==> src/rtl/whack_game_ctrl.sv <==
// whack_game_ctrl: whack-a-mole round sequencer with timer, LFSR mole spawning and saturating score.
module whack_game_ctrl #(
    parameter int         N_HOLES     = 4,
    parameter int         GAME_SECS   = 60,
    parameter int         MOLE_CYCLES = 50_000_000,
    parameter int         GAP_CYCLES  = 25_000_000,
    parameter logic [7:0] LFSR_SEED   = 8'hA5
) (
    input  logic               clk,
    input  logic               rst,
    input  logic               start,
    input  logic               sec_tick,
    input  logic [N_HOLES-1:0] hit,
    output logic [N_HOLES-1:0] mole,
    output logic [6:0]         time_left,
    output logic [7:0]         score,
    output logic               playing,
    output logic               game_over
);
    localparam int LW   = $clog2(N_HOLES);
    localparam int CMAX = (MOLE_CYCLES > GAP_CYCLES) ? MOLE_CYCLES : GAP_CYCLES;
    localparam int CW   = $clog2(CMAX + 1);

    typedef enum logic [2:0] {IDLE, SPAWN, UP, GAP, OVER} state_t;

    state_t             state_q;
    logic [7:0]         lfsr_q, lfsr_d;
    logic [LW-1:0]      last_q, idx_raw, idx_d;
    logic [CW-1:0]      cnt_q;
    logic [N_HOLES-1:0] mole_q;
    logic [6:0]         time_q;
    logic [7:0]         score_q, score_inc, score_dec;
    logic               playing_q, over_q, hit_ok, in_round;

    assign lfsr_d    = {lfsr_q[6:0], lfsr_q[7] ^ lfsr_q[5] ^ lfsr_q[4] ^ lfsr_q[3]};
    assign idx_raw   = lfsr_q[LW-1:0];
    // never light the same hole twice in a row
    assign idx_d     = (idx_raw == last_q) ? idx_raw + 1'b1 : idx_raw;
    assign score_inc = (score_q == 8'hFF) ? score_q : score_q + 8'd1;
    assign score_dec = (score_q == 8'h00) ? score_q : score_q - 8'd1;
    assign hit_ok    = |(hit & mole_q);
    assign in_round  = (state_q == SPAWN) || (state_q == UP) || (state_q == GAP);

    always_ff @(posedge clk or posedge rst) begin
        if (rst) begin
            state_q   <= IDLE;
            lfsr_q    <= LFSR_SEED;
            last_q    <= '0;
            cnt_q     <= '0;
            mole_q    <= '0;
            time_q    <= 7'(GAME_SECS);
            score_q   <= '0;
            playing_q <= 1'b0;
            over_q    <= 1'b0;
        end else begin
            lfsr_q <= lfsr_d;
            case (state_q)
                IDLE, OVER: begin
                    if (start) begin
                        state_q   <= SPAWN;
                        time_q    <= 7'(GAME_SECS);
                        score_q   <= '0;
                        playing_q <= 1'b1;
                        over_q    <= 1'b0;
                        mole_q    <= '0;
                        cnt_q     <= '0;
                    end
                end
                SPAWN: begin
                    mole_q  <= N_HOLES'(1) << idx_d;
                    last_q  <= idx_d;
                    cnt_q   <= '0;
                    state_q <= UP;
                end
                UP: begin
                    if (hit_ok) begin
                        score_q <= score_inc;
                        mole_q  <= '0;
                        cnt_q   <= '0;
                        state_q <= GAP;
                    end else begin
                        if (|hit) score_q <= score_dec;
                        if (cnt_q == CW'(MOLE_CYCLES - 1)) begin
                            mole_q  <= '0;
                            cnt_q   <= '0;
                            state_q <= GAP;
                        end else cnt_q <= cnt_q + 1'b1;
                    end
                end
                GAP: begin
                    if (|hit) score_q <= score_dec;
                    if (cnt_q == CW'(GAP_CYCLES - 1)) begin
                        cnt_q   <= '0;
                        state_q <= SPAWN;
                    end else cnt_q <= cnt_q + 1'b1;
                end
                default: state_q <= IDLE;
            endcase
            // the final tick overrides whatever the round logic chose, except the score
            if (in_round && sec_tick && time_q != 7'd0) begin
                time_q <= time_q - 7'd1;
                if (time_q == 7'd1) begin
                    state_q   <= OVER;
                    mole_q    <= '0;
                    playing_q <= 1'b0;
                    over_q    <= 1'b1;
                end
            end
        end
    end

    assign mole      = mole_q;
    assign time_left = time_q;
    assign score     = score_q;
    assign playing   = playing_q;
    assign game_over = over_q;
endmodule

==> config.mk <==
export PLATFORM = sky130hd
export DESIGN_NAME = whack_game_ctrl
export DESIGN_NICKNAME = d
export VERILOG_FILES = /design/src/rtl/whack_game_ctrl.sv
export SDC_FILE = /design/constraint.sdc
export NUM_CORES = 1
export LEC_CHECK = 0
export CORE_MARGIN = 2
export CORE_UTILIZATION = 40
export CTS_BUF_LIST = sky130_fd_sc_hd__clkbuf_4 sky130_fd_sc_hd__clkbuf_8
export DETAILED_ROUTE_END_ITERATION = 6
export HOLD_SLACK_MARGIN = 0.03
export PLACE_DENSITY = 0.72
export REMOVE_ABC_BUFFERS = 1
export SLEW_MARGIN = 5
export SYNTH_ARGS = -nofsm -noshare
export SYNTH_HDL_FRONTEND = slang
export SYNTH_SLANG_ARGS = --single-unit
==> constraint.sdc <==
create_clock -name clk -period 1.9 [get_ports clk]
set_input_delay 0.38 -clock clk [delete_from_list [all_inputs] [get_ports clk]]
set_output_delay 0.38 -clock clk [all_outputs]
set_load 0.01 [all_outputs]
==> reports/qor.csv, run 1 <==
metric,value,unit
first_global_vias,3222,
synth_cells,365,
grt_max_degree,61,
ctsLongestPathBuffers,2,
cts.sinks,60,
p_per_area,1080,nW/um^2
whs,355,ps
crit_family,simple AND/OR/NAND/NOR gates,
drive_above_1_share,0.320,
pin_count,29,
min_period,2050,ps
ys_seq_elements,60,
peakVddDrop,0.462,mV
insertedDiodeCount,0,
areaGrowthSynthToFinish,39.8,%
finalPower,5.16,mW
postRouteAntennaNets,0,
port_buffers,28,
violations,negative setup slack,
async_reset_ff_frac,1.00,
fp-row-count,33,
leakage,2.06,nW
drc,0,
slowest_delay,560,ps
drtPass1Iterations,4,
placed_cells,548,
finalNonFillerCells,574,
synth_enable_flop_cells,0,
setup_viol,29,
die_w,96.3,microns
worstPathMaxFanout,3,
vias,3190,
drt_wl_total,8760,microns
worstPathArrival,2270,ps
root_buffer,clkbuf_8,
start_util,0.413,
maxSlewViolCount,0,
multi_input_area,1940,sq um
outcome,"finished, violations left",
fin_ws,-150,ps
worstPathRequired,2120,ps
drt-initial-drc-count,152,
rsz0062_at_grt,yes,
cts_tree,built,
track_usage,0.204,
path_class,flip-flop to flip-flop,
nets,477,
dp_slack,-492,ps
cp_cell_sequence,or4b_4 > nor4_4 > a21oi_2 > or2_4 > mux2_2,
hold_viol_final,0,
antenna_found_initial,0,
grt_overflow,0,
syn-cell-area,3410,sq um
wl_per_cell,15.3,microns
ys_seq_area_frac,0.443,
coreArea,8260,sq um
htreeDepth,3,
finalCritPeriodShare,1.08,
regArea,1520,sq um
min_path_cells,0,
tightestPinTransition,516,ps
max_freq,488,MHz
grt_pass1_wl,14700,microns
slowest_stage,or4b_4,
path_depth,5,
skew,7.39,ps
viasPerCell,5.56,
postSynthAreaPerCell,9.34,sq um
cts_buffers,9,
hpwl,6150,microns
cp-end-kind,flip-flop,
start_kind,flip-flop,
die_area,9270,sq um
ys_warn_count,0,
cts_hold_buf,0,
num-fill-cells,751,
gp_congestion,0.908,
min_path_type,flip-flop to flip-flop,
clk_pin_slew,60,ps
synth_cell_types,70,
path_buf_inv,0,
design_area,4760,sq um
rr_worst_depth,5,
maxCapViolCount,0,
synth-main-ff-cell,dfrtp_1,
dieHeight,96.3,microns
worstSkewPairLatency,340,ps
max_slew_margin,0.655,
placed_area,4250,sq um
cell usage after synthesis, types with 5 or more instances:
| master | n | area, sq um |
|---|---|---|
| a21oi_1 | 11 | 55.1 |
| clkbuf_1 | 9 | 33.8 |
| dfrtp_1 | 52 | 1300 |
| dfstp_2 | 8 | 210 |
| ha_1 | 5 | 62.6 |
| inv_1 | 18 | 67.6 |
| nand2_1 | 28 | 105 |
| nand3_1 | 16 | 80.1 |
| nand4_1 | 11 | 68.8 |
| nor2_1 | 38 | 143 |
| nor3_1 | 16 | 80.1 |
| nor4_1 | 7 | 43.8 |
| o21ai_0 | 14 | 70.1 |
| or3_1 | 5 | 31.3 |
| xnor2_1 | 16 | 140 |
| xor2_1 | 10 | 87.6 |
worst reg2reg max path, delay by kind of cell, from the launching register on:
family	cells	cell delay [ps]
AO/OA/AOI/OAI	1	120
flip-flops	1	380
multiplexers	1	260
AND/OR/NAND/NOR	3	1180
report_power, final:
| group | internal [mW] | switching (mW) |
|---|---|---|
| combinational | 1.14 | 0.924 |
| clock | 0.720 | 0.493 |
| sequential | 1.58 | 0.303 |
| total | 3.44 | 1.72 |
final cells by class:
class                   instances  share of cell area
clock inverters                 2             0.00735
inverters                      18              0.0142
repair buffers                103               0.188
well taps                     105              0.0276
clock buffers                  14              0.0365
flip-flops and latches         60               0.318
multi-input cells             272               0.408
per-stage QoR:
stage,TNS [ps],util
5_1_grt,-4800,0.577
4_1_cts,-2580,0.550
6_report,-2750,0.577
3_5_place_dp,-10350,0.514
3_3_place_gp,-9900,0.514
2_1_floorplan,-11140,-
flip-flops by register name, summed over array words and instances (netlist names):
| name | cells |
|---|---|
| cnt_q | 26 |
| game_over | 1 |
| last_q | 2 |
| lfsr_q | 8 |
| mole | 4 |
| playing | 1 |
| score | 8 |
| state_q | 3 |
| time_left | 7 |
layout by cell type, fill, tap and decap left out, drive strengths merged, types with 4 or more instances in the layout:
| cell | instances |
|---|---|
| dfrtp | 52 |
| a211oi | 5 |
| dfstp | 8 |
| nor3 | 17 |
| nor4 | 8 |
| a22o | 4 |
| clkdlybuf4s50 | 22 |
| a21oi | 11 |
| or3 | 5 |
| dlymetal6s2s | 4 |
| o31ai | 4 |
| xor2 | 10 |
| nor2 | 38 |
| and3 | 4 |
| xnor2 | 16 |
| nand3 | 16 |
| nand2 | 28 |
| or4 | 4 |
| buf | 75 |
| ha | 5 |
| clkbuf | 14 |
| inv | 18 |
| o21ai | 16 |
| nand4 | 11 |
layer usage:
layer,GRT usage,vias to the layer above,share of wire
met4,0.0880,0,0.028
met1,0.249,1548,0.44
met2,0.352,87,0.50
li1,-,1532,-
met5,0,-,0
met3,0.0368,23,0.038
logic make-up (layout without fill, tap and decap cells):
kind of cell / Yosys count / after routing / synth area share
AND/OR/NAND/NOR: 156 / 156 / 0.246
AO/OA/AOI/OAI: 80 / 80 / 0.169
multiplexers: 5 / 5 / 0.0154
buffers and inverters: 33 / 137 / 0.0415
XOR/XNOR: 26 / 26 / 0.0668
flip-flops: 60 / 60 / 0.443
adder cells (fa/ha/maj): 5 / 5 / 0.0184
final timing paths:
check / slack (ps) / end / startpoint
worst max-delay path: -150 / cnt_q[0] / cnt_q[11]
worst min-delay path: 350 / lfsr_q[7] / lfsr_q[6]
worst max register to register: -150 / cnt_q[0] / cnt_q[11]
worst min register to register: 350 / lfsr_q[7] / lfsr_q[6]
max in group asynchronous: 1170 / time_left[4] / rst
min in group asynchronous: 420 / lfsr_q[1] / rst
timing repair:
item | 4_1_cts | 5_1_grt
setup buffers | 1 | 8
endpoints found under the setup margin | 35 | 47
pin swaps | 11 | 16
cloned | 0 | 1
gates resized for setup | 22 | 44
Note: power is estimated with default switching activity, not from simulation.
==> run 2, diff against run 1 <==
CTS_CLUSTER_DIAMETER = 40   (was default)
GPL_TIMING_DRIVEN = 0   (was default)
==> reports/qor.csv, run 2 (synthesized netlist as in run 1, its figures left out) <==
metric,value,unit,change
peakVddDrop,0.480,mV,+4.1%
viasPerCell,5.82,,+4.7%
reg2reg_from,cnt_q[10],,
regMostFlops,cnt_q,,
max_freq,481,MHz,-1.5%
drc,0,,unchanged
cp_cell_sequence,or4_4 > nor4_4 > a21oi_4 > or2_1 > mux2_2,,
finalPower,5.07,mW,-1.7%
r2r_end,cnt_q[0],,
violations,negative setup slack,,
first_global_vias,3048,,-5.4%
start_kind,flip-flop,,
drt-initial-drc-count,269,,+77%
drt_wl_total,9100,microns,+3.9%
min_path_cells,0,,unchanged
leakage,1.90,nW,-7.9%
finalCritPeriodShare,1.10,,+0.0160
cp-end-kind,flip-flop,,
largest_reg_flops,26,,unchanged
max_slew_margin,0.576,,-0.0793
worstPathRequired,2130,ps,about the same
worstPathMaxFanout,3,,unchanged
fin_ws,-181,ps,-30.4 ps
hold_start,lfsr_q[6],,
p_per_area,1100,nW/um^2,+2.0%
worstSkewPairLatency,350,ps,about the same
drtPass1Iterations,5,,+1
die_area,9270,sq um,unchanged
path_class,flip-flop to flip-flop,,
rsz0062_at_grt,yes,,
fp-row-count,33,,unchanged
clk_pin_slew,70,ps,about the same
maxSlewViolCount,0,,unchanged
setup_viol,32,,+10%
hpwl,5290,microns,-14%
postRouteAntennaNets,0,,unchanged
rr_worst_depth,5,,unchanged
whs_endpoint,lfsr_q[7],,
insertedDiodeCount,0,,unchanged
worstPathArrival,2310,ps,+40 ps
cts_buffers,9,,unchanged
grt_overflow,0,,unchanged
final_common_cell,dfrtp_1,,
maxCapViolCount,0,,unchanged
nets,444,,-6.9%
pin_count,29,,unchanged
vias,3147,,-1.3%
dieHeight,96.3,microns,unchanged
outcome,"finished, violations left",,
htreeDepth,3,,unchanged
num-fill-cells,687,,-8.5%
mostFrequentLayoutCells,"43 x dfrtp_1, 35 x nor2_1, 33 x buf_4, 28 x nand2_1, 21 x clkdlybuf4s50_1",,
drive_above_1_share,0.278,,-0.0423
die_w,96.3,microns,unchanged
grt_pass1_wl,14400,microns,-2.2%
whs,373,ps,+18.1 ps
cts_tree,built,,
port_buffers,28,,unchanged
min_period,2080,ps,+30.4 ps
skew,12.7,ps,+5.36 ps
areaGrowthSynthToFinish,34.6,%,
r2r_slack,-180,ps,-30 ps
antenna_found_initial,0,,unchanged
ctsLongestPathBuffers,2,,unchanged
gp_congestion,0.909,,about the same
grt_max_degree,34,,-44%
wl_per_cell,16.8,microns,+10%
slowest_stage,or4_4,,
min_path_type,flip-flop to flip-flop,,
slowest_delay,560,ps,about the same
tightestPinTransition,636,ps,+120 ps
cts.sinks,60,,unchanged
track_usage,0.198,,-0.00603
hold_viol_final,0,,unchanged
root_buffer,clkbuf_8,,
start_util,0.413,,unchanged
coreArea,8260,sq um,unchanged
==> run 2: worst max-delay path, delay by kind of cell (launching register included) <==
family,cells,cell delay (ps)
AND/OR/NAND/NOR,3,1210
flip-flops,1,380
AO/OA/AOI/OAI,1,90
multiplexers,1,270
==> run 2: repair_timing <==
item | in CTS | in global routing
resized for setup | 33 | 38
setup buffers | 16 | 24
gates cloned | 1 | 0
hold buffers | 0 | 0
pin swaps | 23 | 14
setup endpoints to repair | 44 | 47
==> run 2: final cells by class <==
| type | count | area [sq um] | share of cell area |
|---|---|---|---|
| Multi-Input combinational cell | 273 | 2000 | 0.437 |
| Timing Repair Buffer | 69 | 653 | 0.142 |
| Tap cell | 105 | 131 | 0.0286 |
| Inverter | 18 | 67.6 | 0.0147 |
| Clock buffer | 11 | 151 | 0.0330 |
| Sequential cell | 60 | 1520 | 0.332 |
| Clock inverter | 5 | 58.8 | 0.0128 |
==> run 2: stage by stage <==
step	setup WS (ps)	setup TNS (ps)	util	cell area, sq um	cells
final	-181	-4180	0.556	4590	541
after floorplan	-461	-11140	-	3330	350
after CTS	-189	-3820	0.518	4280	517
after global routing	-219	-6070	0.556	4590	541
after global placement	-1110	-88010	0.454	3750	483
after detailed placement	-1130	-32420	0.456	3770	484
==> run 2: worst max path at each step <==
stage	from	to	slack (ps)	depth (start not counted)
after floorplan	cnt_q[11]	cnt_q[10]	-460	5
after global placement	start	cnt_q[9]	-1110	5
after detailed placement	start	cnt_q[8]	-1130	5
after CTS	cnt_q[10]	cnt_q[0]	-190	5
after global routing	cnt_q[10]	cnt_q[0]	-220	5
final	cnt_q[10]	cnt_q[0]	-180	5
==> run 2: report_power, final <==
| group | switching (mW) | internal, mW |
|---|---|---|
| registers | 0.433 | 1.58 |
| logic | 0.812 | 1.03 |
| clock network | 0.537 | 0.679 |
==> run 2: per-layer routing <==
metal	share of wire	up-vias	global-route usage
met5	0	-	0
met4	0.015	0	0.0681
met3	0.055	16	0.0431
met2	0.50	132	0.334
met1	0.43	1526	0.251
li1	-	1473	-
